## config.mk

```make
export PLATFORM = sky130hd
export DESIGN_NAME = power_sequencer
export DESIGN_NICKNAME = d
export VERILOG_FILES = /design/src/rtl/power_pkg.sv /design/src/rtl/power_step_timer.sv /design/src/rtl/power_sequencer.sv
export SDC_FILE = /design/constraint.sdc
export NUM_CORES = 1
export LEC_CHECK = 0
export BUFFER_PORTS_ARGS = -buffer_cell sky130_fd_sc_hd__buf_2
export CAP_MARGIN = 20
export CORE_MARGIN = 4
export CORE_UTILIZATION = 45
export CTS_BUF_LIST = sky130_fd_sc_hd__clkbuf_16
export CTS_CLUSTER_DIAMETER = 60
export DETAILED_ROUTE_END_ITERATION = 7
export GPL_TIMING_DRIVEN = 0
export SETUP_SLACK_MARGIN = 0.4
export SYNTH_ARGS = -nofsm -noshare
export SYNTH_HDL_FRONTEND = slang
export SYNTH_HIERARCHICAL = 1
export SYNTH_SLANG_ARGS = --single-unit
```

## constraint.sdc

```tcl
create_clock -name clk -period 8.25 [get_ports clk]
set_clock_uncertainty 0.05 [all_clocks]
set_input_delay 2.0625 -clock clk [delete_from_list [all_inputs] [get_ports clk]]
set_output_delay 2.0625 -clock clk [all_outputs]
set_load 0.005 [all_outputs]
```

## src/rtl/power_pkg.sv

```systemverilog
// Shared definitions for the board power sequencer: state encoding, fault
// counter width and default timing constants at 50 MHz.
package power_pkg;

  typedef enum logic [2:0] {
    ST_OFF       = 3'd0,
    ST_RAMP_UP   = 3'd1,
    ST_MONITOR   = 3'd2,
    ST_RAMP_DOWN = 3'd3,
    ST_FAULT     = 3'd4,
    ST_LOCKOUT   = 3'd5
  } state_t;

  localparam int FAULT_CNT_W    = 4;
  localparam int STEP_DELAY_1MS = 50000;
  localparam int COOLDOWN_10MS  = 500000;

  function automatic logic [FAULT_CNT_W-1:0] sat_inc(input logic [FAULT_CNT_W-1:0] value);
    logic [FAULT_CNT_W-1:0] result;
    if (value == {FAULT_CNT_W{1'b1}}) begin
      result = value;
    end else begin
      result = value + FAULT_CNT_W'(1);
    end
    return result;
  endfunction

  function automatic int max_int(input int a, input int b);
    return (a > b) ? a : b;
  endfunction

endpackage

```

## src/rtl/power_step_timer.sv

```systemverilog
// Loadable down-counter shared by the rail-step and fault-cooldown paths.
// done is high while the count sits at zero; a fresh load restarts the interval.
module power_step_timer #(
  parameter int WIDTH = 16
) (
  input  logic             clk,
  input  logic             reset_n,
  input  logic             load,
  input  logic [WIDTH-1:0] load_val,
  output logic             done
);

  logic [WIDTH-1:0] count_r;

  // Count down to zero and hold there until the next load
  always_ff @(posedge clk or negedge reset_n) begin
    if (!reset_n) begin
      count_r <= {WIDTH{1'b0}};
    end else if (load) begin
      count_r <= load_val;
    end else if (count_r != {WIDTH{1'b0}}) begin
      count_r <= count_r - WIDTH'(1);
    end else begin
      count_r <= count_r;
    end
  end

  assign done = (count_r == {WIDTH{1'b0}});

endmodule

```

## src/rtl/power_sequencer.sv

```systemverilog
// Orders rail enables on/off, owns power_management start, and handles fault
// shutdown, cooldown, bounded retry and lockout.
module power_sequencer
  import power_pkg::*;
#(
  parameter int NUM_RAILS  = 4,
  parameter int STEP_DELAY = STEP_DELAY_1MS,
  parameter int COOLDOWN   = COOLDOWN_10MS,
  parameter int RETRY_MAX  = 3
) (
  input  logic                   clk,
  input  logic                   reset_n,
  input  logic                   enable_req,
  input  logic                   clear_lockout,
  input  logic                   pm_error,
  output logic                   pm_start,
  output logic [NUM_RAILS-1:0]   rail_en,
  output logic                   power_good,
  output logic                   locked_out,
  output logic [FAULT_CNT_W-1:0] fault_count,
  output logic [2:0]             state_dbg
);

  localparam int TIMER_W = $clog2(max_int(STEP_DELAY, COOLDOWN));
  localparam int IDX_W   = (NUM_RAILS > 1) ? $clog2(NUM_RAILS) : 1;

  localparam logic [TIMER_W-1:0]     STEP_LOAD = TIMER_W'(STEP_DELAY - 1);
  localparam logic [TIMER_W-1:0]     COOL_LOAD = TIMER_W'(COOLDOWN - 1);
  localparam logic [IDX_W-1:0]       LAST_IDX  = IDX_W'(NUM_RAILS - 1);
  localparam logic [NUM_RAILS-1:0]   RAIL_ONE  = NUM_RAILS'(1);
  localparam logic [FAULT_CNT_W-1:0] RETRY_LIM = FAULT_CNT_W'(RETRY_MAX);

  state_t                 state_r;
  state_t                 state_s;
  logic [IDX_W-1:0]       index_r;
  logic [IDX_W-1:0]       index_s;
  logic [NUM_RAILS-1:0]   rail_en_s;
  logic [FAULT_CNT_W-1:0] fault_count_s;
  logic                   timer_load_s;
  logic [TIMER_W-1:0]     timer_val_s;
  logic                   timer_done_s;

  power_step_timer #(
    .WIDTH (TIMER_W)
  ) u_step_timer (
    .clk      (clk),
    .reset_n  (reset_n),
    .load     (timer_load_s),
    .load_val (timer_val_s),
    .done     (timer_done_s)
  );

  // Next state, rail pattern, rail index and fault count
  always_comb begin
    state_s       = state_r;
    index_s       = index_r;
    rail_en_s     = rail_en;
    fault_count_s = fault_count;
    case (state_r)
      ST_OFF: begin
        if (enable_req) begin
          state_s   = ST_RAMP_UP;
          index_s   = {IDX_W{1'b0}};
          rail_en_s = RAIL_ONE;
        end else begin
          fault_count_s = {FAULT_CNT_W{1'b0}};
        end
      end
      ST_RAMP_UP: begin
        if (!enable_req) begin
          state_s = ST_RAMP_DOWN;
        end else if (timer_done_s) begin
          if (index_r == LAST_IDX) begin
            state_s = ST_MONITOR;
          end else begin
            index_s   = index_r + IDX_W'(1);
            rail_en_s = rail_en | (RAIL_ONE << (index_r + IDX_W'(1)));
          end
        end else begin
          state_s = ST_RAMP_UP;
        end
      end
      ST_MONITOR: begin
        // A fault outranks a simultaneous power-off request
        if (pm_error) begin
          state_s       = ST_FAULT;
          rail_en_s     = {NUM_RAILS{1'b0}};
          fault_count_s = sat_inc(fault_count);
        end else if (!enable_req) begin
          state_s = ST_RAMP_DOWN;
        end else begin
          state_s = ST_MONITOR;
        end
      end
      ST_RAMP_DOWN: begin
        if (timer_done_s) begin
          rail_en_s = rail_en & ~(RAIL_ONE << index_r);
          if (index_r == {IDX_W{1'b0}}) begin
            state_s = ST_OFF;
          end else begin
            index_s = index_r - IDX_W'(1);
          end
        end else begin
          state_s = ST_RAMP_DOWN;
        end
      end
      ST_FAULT: begin
        rail_en_s = {NUM_RAILS{1'b0}};
        if (timer_done_s) begin
          if (fault_count >= RETRY_LIM) begin
            state_s = ST_LOCKOUT;
          end else if (enable_req) begin
            state_s   = ST_RAMP_UP;
            index_s   = {IDX_W{1'b0}};
            rail_en_s = RAIL_ONE;
          end else begin
            state_s = ST_OFF;
            index_s = {IDX_W{1'b0}};
          end
        end else begin
          state_s = ST_FAULT;
        end
      end
      ST_LOCKOUT: begin
        rail_en_s = {NUM_RAILS{1'b0}};
        if (clear_lockout) begin
          state_s       = ST_OFF;
          index_s       = {IDX_W{1'b0}};
          fault_count_s = {FAULT_CNT_W{1'b0}};
        end else begin
          state_s = ST_LOCKOUT;
        end
      end
      default: begin
        state_s   = ST_OFF;
        index_s   = {IDX_W{1'b0}};
        rail_en_s = {NUM_RAILS{1'b0}};
      end
    endcase
  end

  // Restart the interval timer on every state or rail-index change
  always_comb begin
    timer_load_s = (state_s != state_r) || (index_s != index_r);
    if (state_s == ST_FAULT) begin
      timer_val_s = COOL_LOAD;
    end else begin
      timer_val_s = STEP_LOAD;
    end
  end

  // State and registered outputs; reset drops every rail at once
  always_ff @(posedge clk or negedge reset_n) begin
    if (!reset_n) begin
      state_r     <= ST_OFF;
      index_r     <= {IDX_W{1'b0}};
      rail_en     <= {NUM_RAILS{1'b0}};
      fault_count <= {FAULT_CNT_W{1'b0}};
      pm_start    <= 1'b0;
      power_good  <= 1'b0;
      locked_out  <= 1'b0;
    end else begin
      state_r     <= state_s;
      index_r     <= index_s;
      rail_en     <= rail_en_s;
      fault_count <= fault_count_s;
      pm_start    <= (state_s == ST_MONITOR);
      power_good  <= (state_s == ST_MONITOR);
      locked_out  <= (state_s == ST_LOCKOUT);
    end
  end

  assign state_dbg = state_r;

endmodule

```

# --- Word-level counts from Yosys, hierarchy flattened ---
# Index checks and enable logic that the tools add are counted.
totals:
  ff_bits: 34
  inputBits: 5
  out_inout_bits: 14
  word_cells: 88
op_classes:
  add_sub_neg: 4
  magnitude_cmp: 1
  n_eq_ne: 21
  shift: 2
  n_mux: 41
  n_bitwise: 3
  n_reduce_logical: 9
ops:
  columns: ["operator", "n"]
  rows:
  - ["$mux W19", 3]
  - ["$mux W4", 10]
  - ["$mux W3", 10]
  - ["$pmux W4 S5", 1]
  - ["$logic_not A19 Y1", 1]
  - ["$reduce_bool A19 Y1", 1]
  - ["$sub A19 B1 Y19 const B", 1]
  - ["$mux W2", 9]
  - ["$ne A2 B2 Y1 const B", 9]
  - ["$pmux W3 S6", 1]
  - ["$eq A3 B3 Y1 const B", 4]
  - ["$pmux W2 S6", 1]
  - ["$pmux W4 S3", 1]
  - ["$eq A3 B2 Y1 const B", 3]
  - ["$shl A1 B2 Y4 const A", 2]
  - ["$reduce_and A6 Y1", 1]
  - ["$mux W1", 5]
  - ["$reduce_and A5 Y1", 1]
  - ["$add A4 B1 Y4 const B", 1]
  - ["$and A4 B4 Y4", 1]
  - ["$eq A4 B4 Y1 const B", 1]
  - ["$ge A4 B2 Y1 const B", 1]
  - ["$not A4 Y4", 1]
  - ["$or A4 B4 Y4", 1]
  - ["11 further kinds", 11]

# --- Depth between registers and ports, before layout ---
# Gate-level depths: netlist (run 1).
depth:
  word_depth: 8
  ltp_mapped: 14

# --- Hierarchy ---
# Netlist (run 1), hierarchy kept.
by_module_without_submodules:
  columns: ["module", "instances", "cells_each", "area_each_um2", "seq_area_each_um2"]
  rows:
  - ["power_step_timer", 1, 127, 1117.3, 475.5]
  - ["power_sequencer", 1, 132, 1091.0, 375.4]

# --- Worst setup path before layout (run 1) ---
# OpenSTA, ideal clock, no wires.
synth_path:
  path_type: "input to register"
  startpoint: "input port enable_req"
  endpoint: "register u_step_timer.count_r[10]"
  setup_time_ns: 0.136
  t_arrival_ns: 3.921
  required_time_ns: 8.064
  setup_slack_ns: 4.143
  path_stages: 9
  path_cell_list: "clkbuf_4 > and4b_1 > o21ai_1 > a2111o_2 > mux2i_1 > o2111ai_1 > clkbuf_1 > clkbuf_1 > o21ai_0"
synth_between:
  elab_chain_cells: 7
  elab_cells_between_ends: 16
  classes_between: "eq/ne (2); mux (12); reduce/logical (2)"
synth_rtl:
  columns: ["element", "line_no", "source"]
  rows:
  - ["start: declaration", "power_sequencer.sv:13", "input logic enable_req,"]
  - ["$mux W1", "power_sequencer.sv:112", "end else if (enable_req) begin"]
  - ["$mux W3", "power_sequencer.sv:110", "if (fault_count >= RETRY_LIM) begin"]
  - ["$mux W3", "power_sequencer.sv:109", "if (timer_done_s) begin"]
  - ["$pmux W3 S6 *", "power_sequencer.sv:59", "case (state_r)"]
  - ["via state_s[0]", "power_sequencer.sv:34", "state_t state_s;"]
  - ["$ne A3 B3 Y1 *", "power_sequencer.sv:144", "timer_load_s = (state_s != state_r) || (index_s != index_r);"]
  - ["$logic_or A1 B1 Y1 *", "power_sequencer.sv:144", null]
  - ["via timer_load_s", "power_sequencer.sv:39", "logic timer_load_s;"]
  - ["$mux W19 / $reduce_bool A2 Y1 (equally long branches)", null, null]
  - ["end signal: assignment", "power_step_timer.sv:18", "count_r <= {WIDTH{1'b0}};"]
  - ["end signal: assignment", "power_step_timer.sv:20", "count_r <= load_val;"]
  - ["end signal: assignment", "power_step_timer.sv:22", "count_r <= count_r - WIDTH'(1);"]
  - ["end: declaration", "power_step_timer.sv:13", "logic [WIDTH-1:0] count_r;"]
# The timed path passes the listed nets; every way through them passes the cells marked *.
# A chain may end at the register's enable or synchronous reset.

# --- Worst setup path in the final report (run 1) ---
layout_path:
  startpoint: "register u_step_timer.count_r[5]"
  endpoint: "register u_step_timer.count_r[14]"
layout_between:
  elab_chain_cells: 7
  elab_cells_between_ends: 21
  classes_between: "add/sub (1); eq/ne (3); mux (13); reduce/logical (4)"
layout_rtl:
  columns: ["element", "line_no", "source"]
  rows:
  - ["$logic_not A19 Y1 *", "power_step_timer.sv:28", "assign done = (count_r == {WIDTH{1'b0}});"]
  - ["via timer_done_s", "power_sequencer.sv:41", "logic timer_done_s;"]
  - ["$mux W3 / $mux W2 (equally long branches)", "power_sequencer.sv:72", "end else if (timer_done_s) begin"]
  - ["$mux W3 / $mux W2 (equally long branches)", "power_sequencer.sv:70", "if (!enable_req) begin"]
  - ["$pmux W3 S6 / $pmux W2 S6 (equally long branches)", "power_sequencer.sv:59", null]
  - ["$ne A3 B3 Y1 / $ne A2 B2 Y1 (equally long branches)", "power_sequencer.sv:144", null]
  - ["$logic_or A1 B1 Y1 *", "power_sequencer.sv:144", null]
  - ["via timer_load_s", "power_sequencer.sv:39", null]
  - ["$mux W19 / $reduce_bool A2 Y1 (equally long branches)", null, null]
# The timed path passes the listed nets; every way through them passes the cells marked *. The select of a mux whose other input is x is not followed.

==> results of run 1 <==
final cells by class:
cell class / instances / area (µm²) / area share (%)
multi-input cells: 209 / 1280 / 50.3
flip-flops and latches: 34 / 851 / 33.3
clock buffers: 5 / 125 / 4.90
repair buffers: 18 / 90.1 / 3.53
well taps: 67 / 83.8 / 3.28
plain buffers: 15 / 70.1 / 2.74
inverters: 10 / 37.5 / 1.47
clock inverters: 3 / 12.5 / 0.490
cells by family after synthesis:
kind of cell | share of synthesized area [%]
and+or+nand+nor | 26.1
AOI/OAI and AO/OA | 22.9
DFF | 38.5
buffers and inverters | 4.87
xor gates and xnor gates | 5.16
adders and majority gates | 1.13
other | 0.340
muxes | 0.963
per-layer routing:
| metal | vias up | track usage (%) | part of all wire, % |
|---|---|---|---|
| li1 | 1008 | - | - |
| met1 | 938 | 24.3 | 46 |
| met2 | 57 | 31.5 | 48 |
| met3 | 6 | 3.78 | 5.3 |
| met4 | 0 | 6.82 | 1.3 |
| met5 | - | 0 | 0 |
power groups by stage:
stage / logic [µW] / clock network [µW] / registers [µW]
floorplan: 315 / 0 / 271
global placement: 416 / 0 / 284
detailed placement: 418 / 0 / 283
CTS: 417 / 184 / 282
global route: 473 / 190 / 292
finish: 416 / 178 / 282
stage by stage:
step                setup WS, ns  cells  power [µW]  util [%]
floorplan                   4.14    268         585         -
global placement            3.53    353         700      51.2
detailed placement          3.52    353         702      51.2
CTS                         3.75    361         883      54.1
global route                3.27    361         956      54.1
finish                      3.74    361         876      54.1
placed cells by master (no fill, tap or decap), types with 3 or more instances in the layout:
cell type   n
nand2b_1    4
nor2_1     18
inv_1      11
clkbuf_1    6
nor3_1      8
a21oi_1    11
o21ai_0    19
nor2b_1     5
or3_1       3
nand2_1    27
dfrtp_1    34
nor4_1      8
o31ai_1    11
clkbuf_16   5
buf_2      23
a311oi_1    3
xor2_1      7
a31oi_1     3
xnor2_1     6
nand3_1    11
conb_1     11
nand3b_1    3
critical path, stage by stage, from the launching register on:
cell and delay [ns]:
dfrtp_1 0.41, nor4_1 0.77, nand3_1 0.46, nor2_2 0.51, clkbuf_1 0.39, nand3_1 0.12, a211o_1 0.31, nand3_1 0.09
mux2i_1 0.08, o2111ai_1 0.20, clkbuf_1 0.40, clkbuf_1 0.44, nand2_1 0.12, o31ai_1 0.09
final timing paths:
path,depth (start not counted),startpoint,end,slack [ns]
max,13,u_step_timer/count_r[5],u_step_timer/count_r[14],3.74
min,2,rail_en[0],rail_en[0],0.45
max reg2reg,13,u_step_timer/count_r[5],u_step_timer/count_r[14],3.74
min reg2reg,2,rail_en[0],rail_en[0],0.45
max in group asynchronous,1,reset_n,u_step_timer/count_r[15],5.87
min in group asynchronous,1,reset_n,fault_count[3],1.80
flip-flops by register name, summed over array words and instances, names as in the netlist:
name                  flops
power_good                1
locked_out                1
fault_count               4
index_r                   2
state_dbg                 3
rail_en                   4
u_step_timer/count_r     19
==> impl_results.md, run 1 <==
* Setup tns final at 0 ns
* WL/cell at around 15 µm
* Min Hold Slack at roughly 0.45 ns
* Lkg Pwr at 0.00111 µW
* Pin count of the biggest net entering global routing at 35
* Unrepaired setup endpoints after global routing: no
* Mapped Avg Cell Area at between 8 and 9 µm²
* Yosys top cell by area: dfrtp_1
* Crit path DAT at roughly 4.7 ns
* Site Rows at 25
* Status: completed
* Die width at 78.1 µm
* Root Buffer: clkbuf_16
* Vias in the first global route at 1852
* Placed inst area at roughly 0.0024 mm²
* H-tree depth at 2
* Synth Flop Type: dfrtp_1
* DRC at 0
* Hold_buf cts at 0
* Vias at ~2000
* Most frequent cell after synthesis: dfrtp_1
* Count of different cell masters after synthesis at 64
* Vias per cell at about 5.6
* Hold Path Class: reg2reg
* Max IR drop VDD at around 0.00018 V
* Sw Ratio at 43.3%
* Area contributors post-synth: dfrtp_1, nand2_1, o21ai_0
* Clk slew on worst S/H paths at 0.06 ns
* YS warnings at 6
* Tmin final at about 4.5 ns
* DIE AREA at 0.00609 mm²
* Routed Antenna Nets at 0
* Critical path required time at around 8.4 ns
* Syn Inst Count at around 260
* CTS buffer count at 5
* Die Ht at between 70 and 80 µm
* Yosys top cell area share at 38.5%
* Post-DP HPWL at about 3.7 mm
* Logic pwr share at between 40% and 50%
* Synth cell count leaders: dfrtp_1, nand2_1, o21ai_0
* FMAX at between 200 and 250 MHz
* Pwr Density at 343 mW/mm²
* Max-capacitance violation count at 0
* Slew headroom at 41.9%
* Setup Fix Bufs, Post-CTS at 0
* Int Pwr at 496 µW
* Final hold vios at 0
* Grt total ovfl at 0
* Sequential area share after synthesis at 38.5%
* First-pass GRT wire length at 9.11 mm
* EDFF count, synth at 0
* Latest clock arrival within the worst-skew pair at about 0.28 ns
* Area added between synthesis and finish at 15.6%
* Core footprint at roughly 0.0047 mm²
* Max-slew violation count at 0
* Endpoints failing setup at 0
* Sw power at about 380 µW
* Gr usage total at a little under a fifth
* # resized after CTS at 0
* WL final at 5.28 mm
* Antenna violations before repair at 0
* Gpl congestion at slightly above 0.9
* Crit Path Max Fanout at 10
* Asr flop ratio synth at 100%
* Setup crit end kind: flop
* I/O pin cnt at 19
* Fin area at 0.00255 mm²
* Crit share post-route at 54.7%
* DRT iter0 DRCs at between 100 and 150
* Measured slew at the worst slew-check pin at between 0.8 and 0.9 ns
* Flops & latches, synth at 34
* Sequential Power Share at between 30% and 40%
* Fill cells at 450
* Clock power share at about 20%
* CTS tree: built
* Crit path kind: reg2reg
* Share of layout cells above drive strength 1 at between 10 and 15%
* DRT Pass-1 Iters at 4
* PortBufs at 18
* # clock sinks at 34
* Fin nets at 300
* Max Root-Sink Buffers at 2
* Startpoint types: flop
* Initial cell density of the core at a little under half
* Synthesized area at about 0.0022 mm²
* # diodes at 0
Power figures use the tool's default switching activity.
==> run 2: changes to the inputs <==
PLACE_DENSITY = 0.65   (was default)
clock period = 3.69 ns   (was 8.25 ns; I/O delays follow)
==> impl_results.md, run 2 (synthesis results as in run 1) <==
* CP peak stage delay at 0.54 ns
* Endpoints failing setup at 0
* Critical path required time at ~3.8 ns
* DRT iter0 DRCs at between 150 and 200
* Share of layout cells above drive strength 1 at 27.1%
* # diodes at 0
* Die width at a little under 80 µm
* Max Root-Sink Buffers at 2
* Startpoint types: flop
* Crit Path Max Fanout at 5
* FF-to-FF path depth at 12
* Pin count of the biggest net entering global routing at 35
* Grt met3 use at under 10%
* Gpl congestion at ~0.9
* Pwr Density at ~850 mW/mm²
* Area added between synthesis and finish at 32.0%
* DIE AREA at ~0.0061 mm²
* WL final at slightly below 6 mm
* H-tree depth at 2
* Measured slew at the worst slew-check pin at 0.772 ns
* Clock power share at 15.7%
* PortBufs at 18
* Slowest-stage cell, CP: or4_4
* Hold Path Depth at 1
* Crit path kind: reg2reg
* Latest clock arrival within the worst-skew pair at ~0.27 ns
* Most frequent cells in the layout: dfrtp_1, nand2_1, buf_2
* Antenna violations before repair at 0
* FMAX at between 200 and 300 MHz
* Buf/Inv on CP at 3
* CTS tree: built
* Sw power at approximately 1000 µW
* Biggest regs: u_step_timer/count_r x19, fault_count x4, rail_en x4
* Largest register FFs at 19
* Grt total ovfl at 0
* Final design utilization at 61.7%
* CP Depth at 12
* First-pass GRT wire length at between 9 and 10 mm
* Core footprint at roughly 0.0047 mm²
* Post-DP HPWL at between 3 and 4 mm
* Routed Antenna Nets at 0
* Clk slew on worst S/H paths at 0.05 ns
* Gr usage total at between 20% and 30%
* GR Layer Usage met1 at 27.1%
* Tmin final at about 3.4 ns
* Top reg by flops: u_step_timer/count_r
* Status: completed
* Die Ht at just under 80 µm
* Final hold vios at 0
* Max-capacitance violation count at 0
* Vias in the first global route at roughly 2000
* Slew headroom at between 40% and 50%
* Fin area at 0.00292 mm²
* Lkg Pwr at 0.00126 µW
* Unrepaired setup endpoints after global routing: yes
* Setup tns final at 0 ns
* Power Total at roughly 2500 µW
* Crit share post-route at slightly above 90%
* GRT Max-Usage Layer: met2
* Vias at about 2100
* Vias per cell at approximately 5.7
* WL/cell at 15.5 µm
* Placed inst area at between 0.002 and 0.0025 mm²
* Hold Path Class: reg2reg
* Crit path max-delay family: simple AND/OR/NAND/NOR gates
* Routing usage on met2 at between 30% and 40%
* Crit path DAT at about 3.6 ns
* CTS buffer count at 5
* Logic pwr share at 58.5%
* Max-slew violation count at 0
* Initial cell density of the core at between 40% and 50%
* Max IR drop VDD at roughly 0.00053 V
* Sw Ratio at between 40% and 50%
* I/O pin cnt at 19
* Critical Path, Cell by Cell: or4_4, or4b_4, buf_6, nor2_4, o21ai_2, a2111o_2, mux2i_1, o2111ai_2, buf_4, buf_8, and2_4, a31o_1
* Fin nets at 316
* Site Rows at 25
* Root Buffer: clkbuf_16
* # clock sinks at 34
* Sequential Power Share at 25.8%
* DRC at 0
* Hold_buf cts at 0
* DRT Pass-1 Iters at 4
* Setup crit end kind: flop
* Commonest non-fill, non-tap cell in the layout: dfrtp_1
* Int Pwr at approximately 1400 µW
-- run 2: power groups by stage --
stage,clock network (µW),logic [µW],registers (µW)
after floorplan,0,718,605
after global placement,0,931,632
after detailed placement,0,941,632
after CTS,403,1360,630
after global routing,425,1580,667
final,391,1450,640
-- run 2: worst paths after layout --
check / to / slack [ns] / from
worst max-delay path: u_step_timer/count_r[1] / 0.25 / u_step_timer/count_r[16]
worst min-delay path: rail_en[2] / 0.44 / rail_en[2]
worst max register to register: u_step_timer/count_r[1] / 0.25 / u_step_timer/count_r[16]
worst min register to register: rail_en[2] / 0.44 / rail_en[2]
max in group asynchronous: u_step_timer/count_r[2] / 2.42 / reset_n
min in group asynchronous: fault_count[3] / 0.67 / reset_n
-- run 2: area by class of cell --
class | count | area, µm²
multi-input combinational | 209 | 1430
fill | 420 | 1810
tap | 67 | 83.8
timing repair buffer | 34 | 234
clock buffer | 5 | 125
clock inverter | 3 | 12.5
inverter | 10 | 40.0
buffer | 15 | 140
sequential | 34 | 851
-- run 2: routing by layer --
layer	routed length, µm	vias to the layer above
met5	0	-
met4	102	0
met3	247	11
met2	2910	53
met1	2590	1037
li1	-	1040
-- run 2: timing repair --
action                     4_1_cts  5_1_grt
setup buffers                   11        2
resized for setup               37       15
pin swaps                       15        8
cloned                           3        0
setup endpoints to repair       19       19
-- run 2: through the flow --
step	hold slack (ns)	worst slack, ns	cells
after CTS	0.441	0.195	375
after global placement	0.428	-0.271	353
after global routing	0.454	0.154	377
after floorplan	0.434	0.417	268
after detailed placement	0.429	-0.256	353
final	0.439	0.249	377
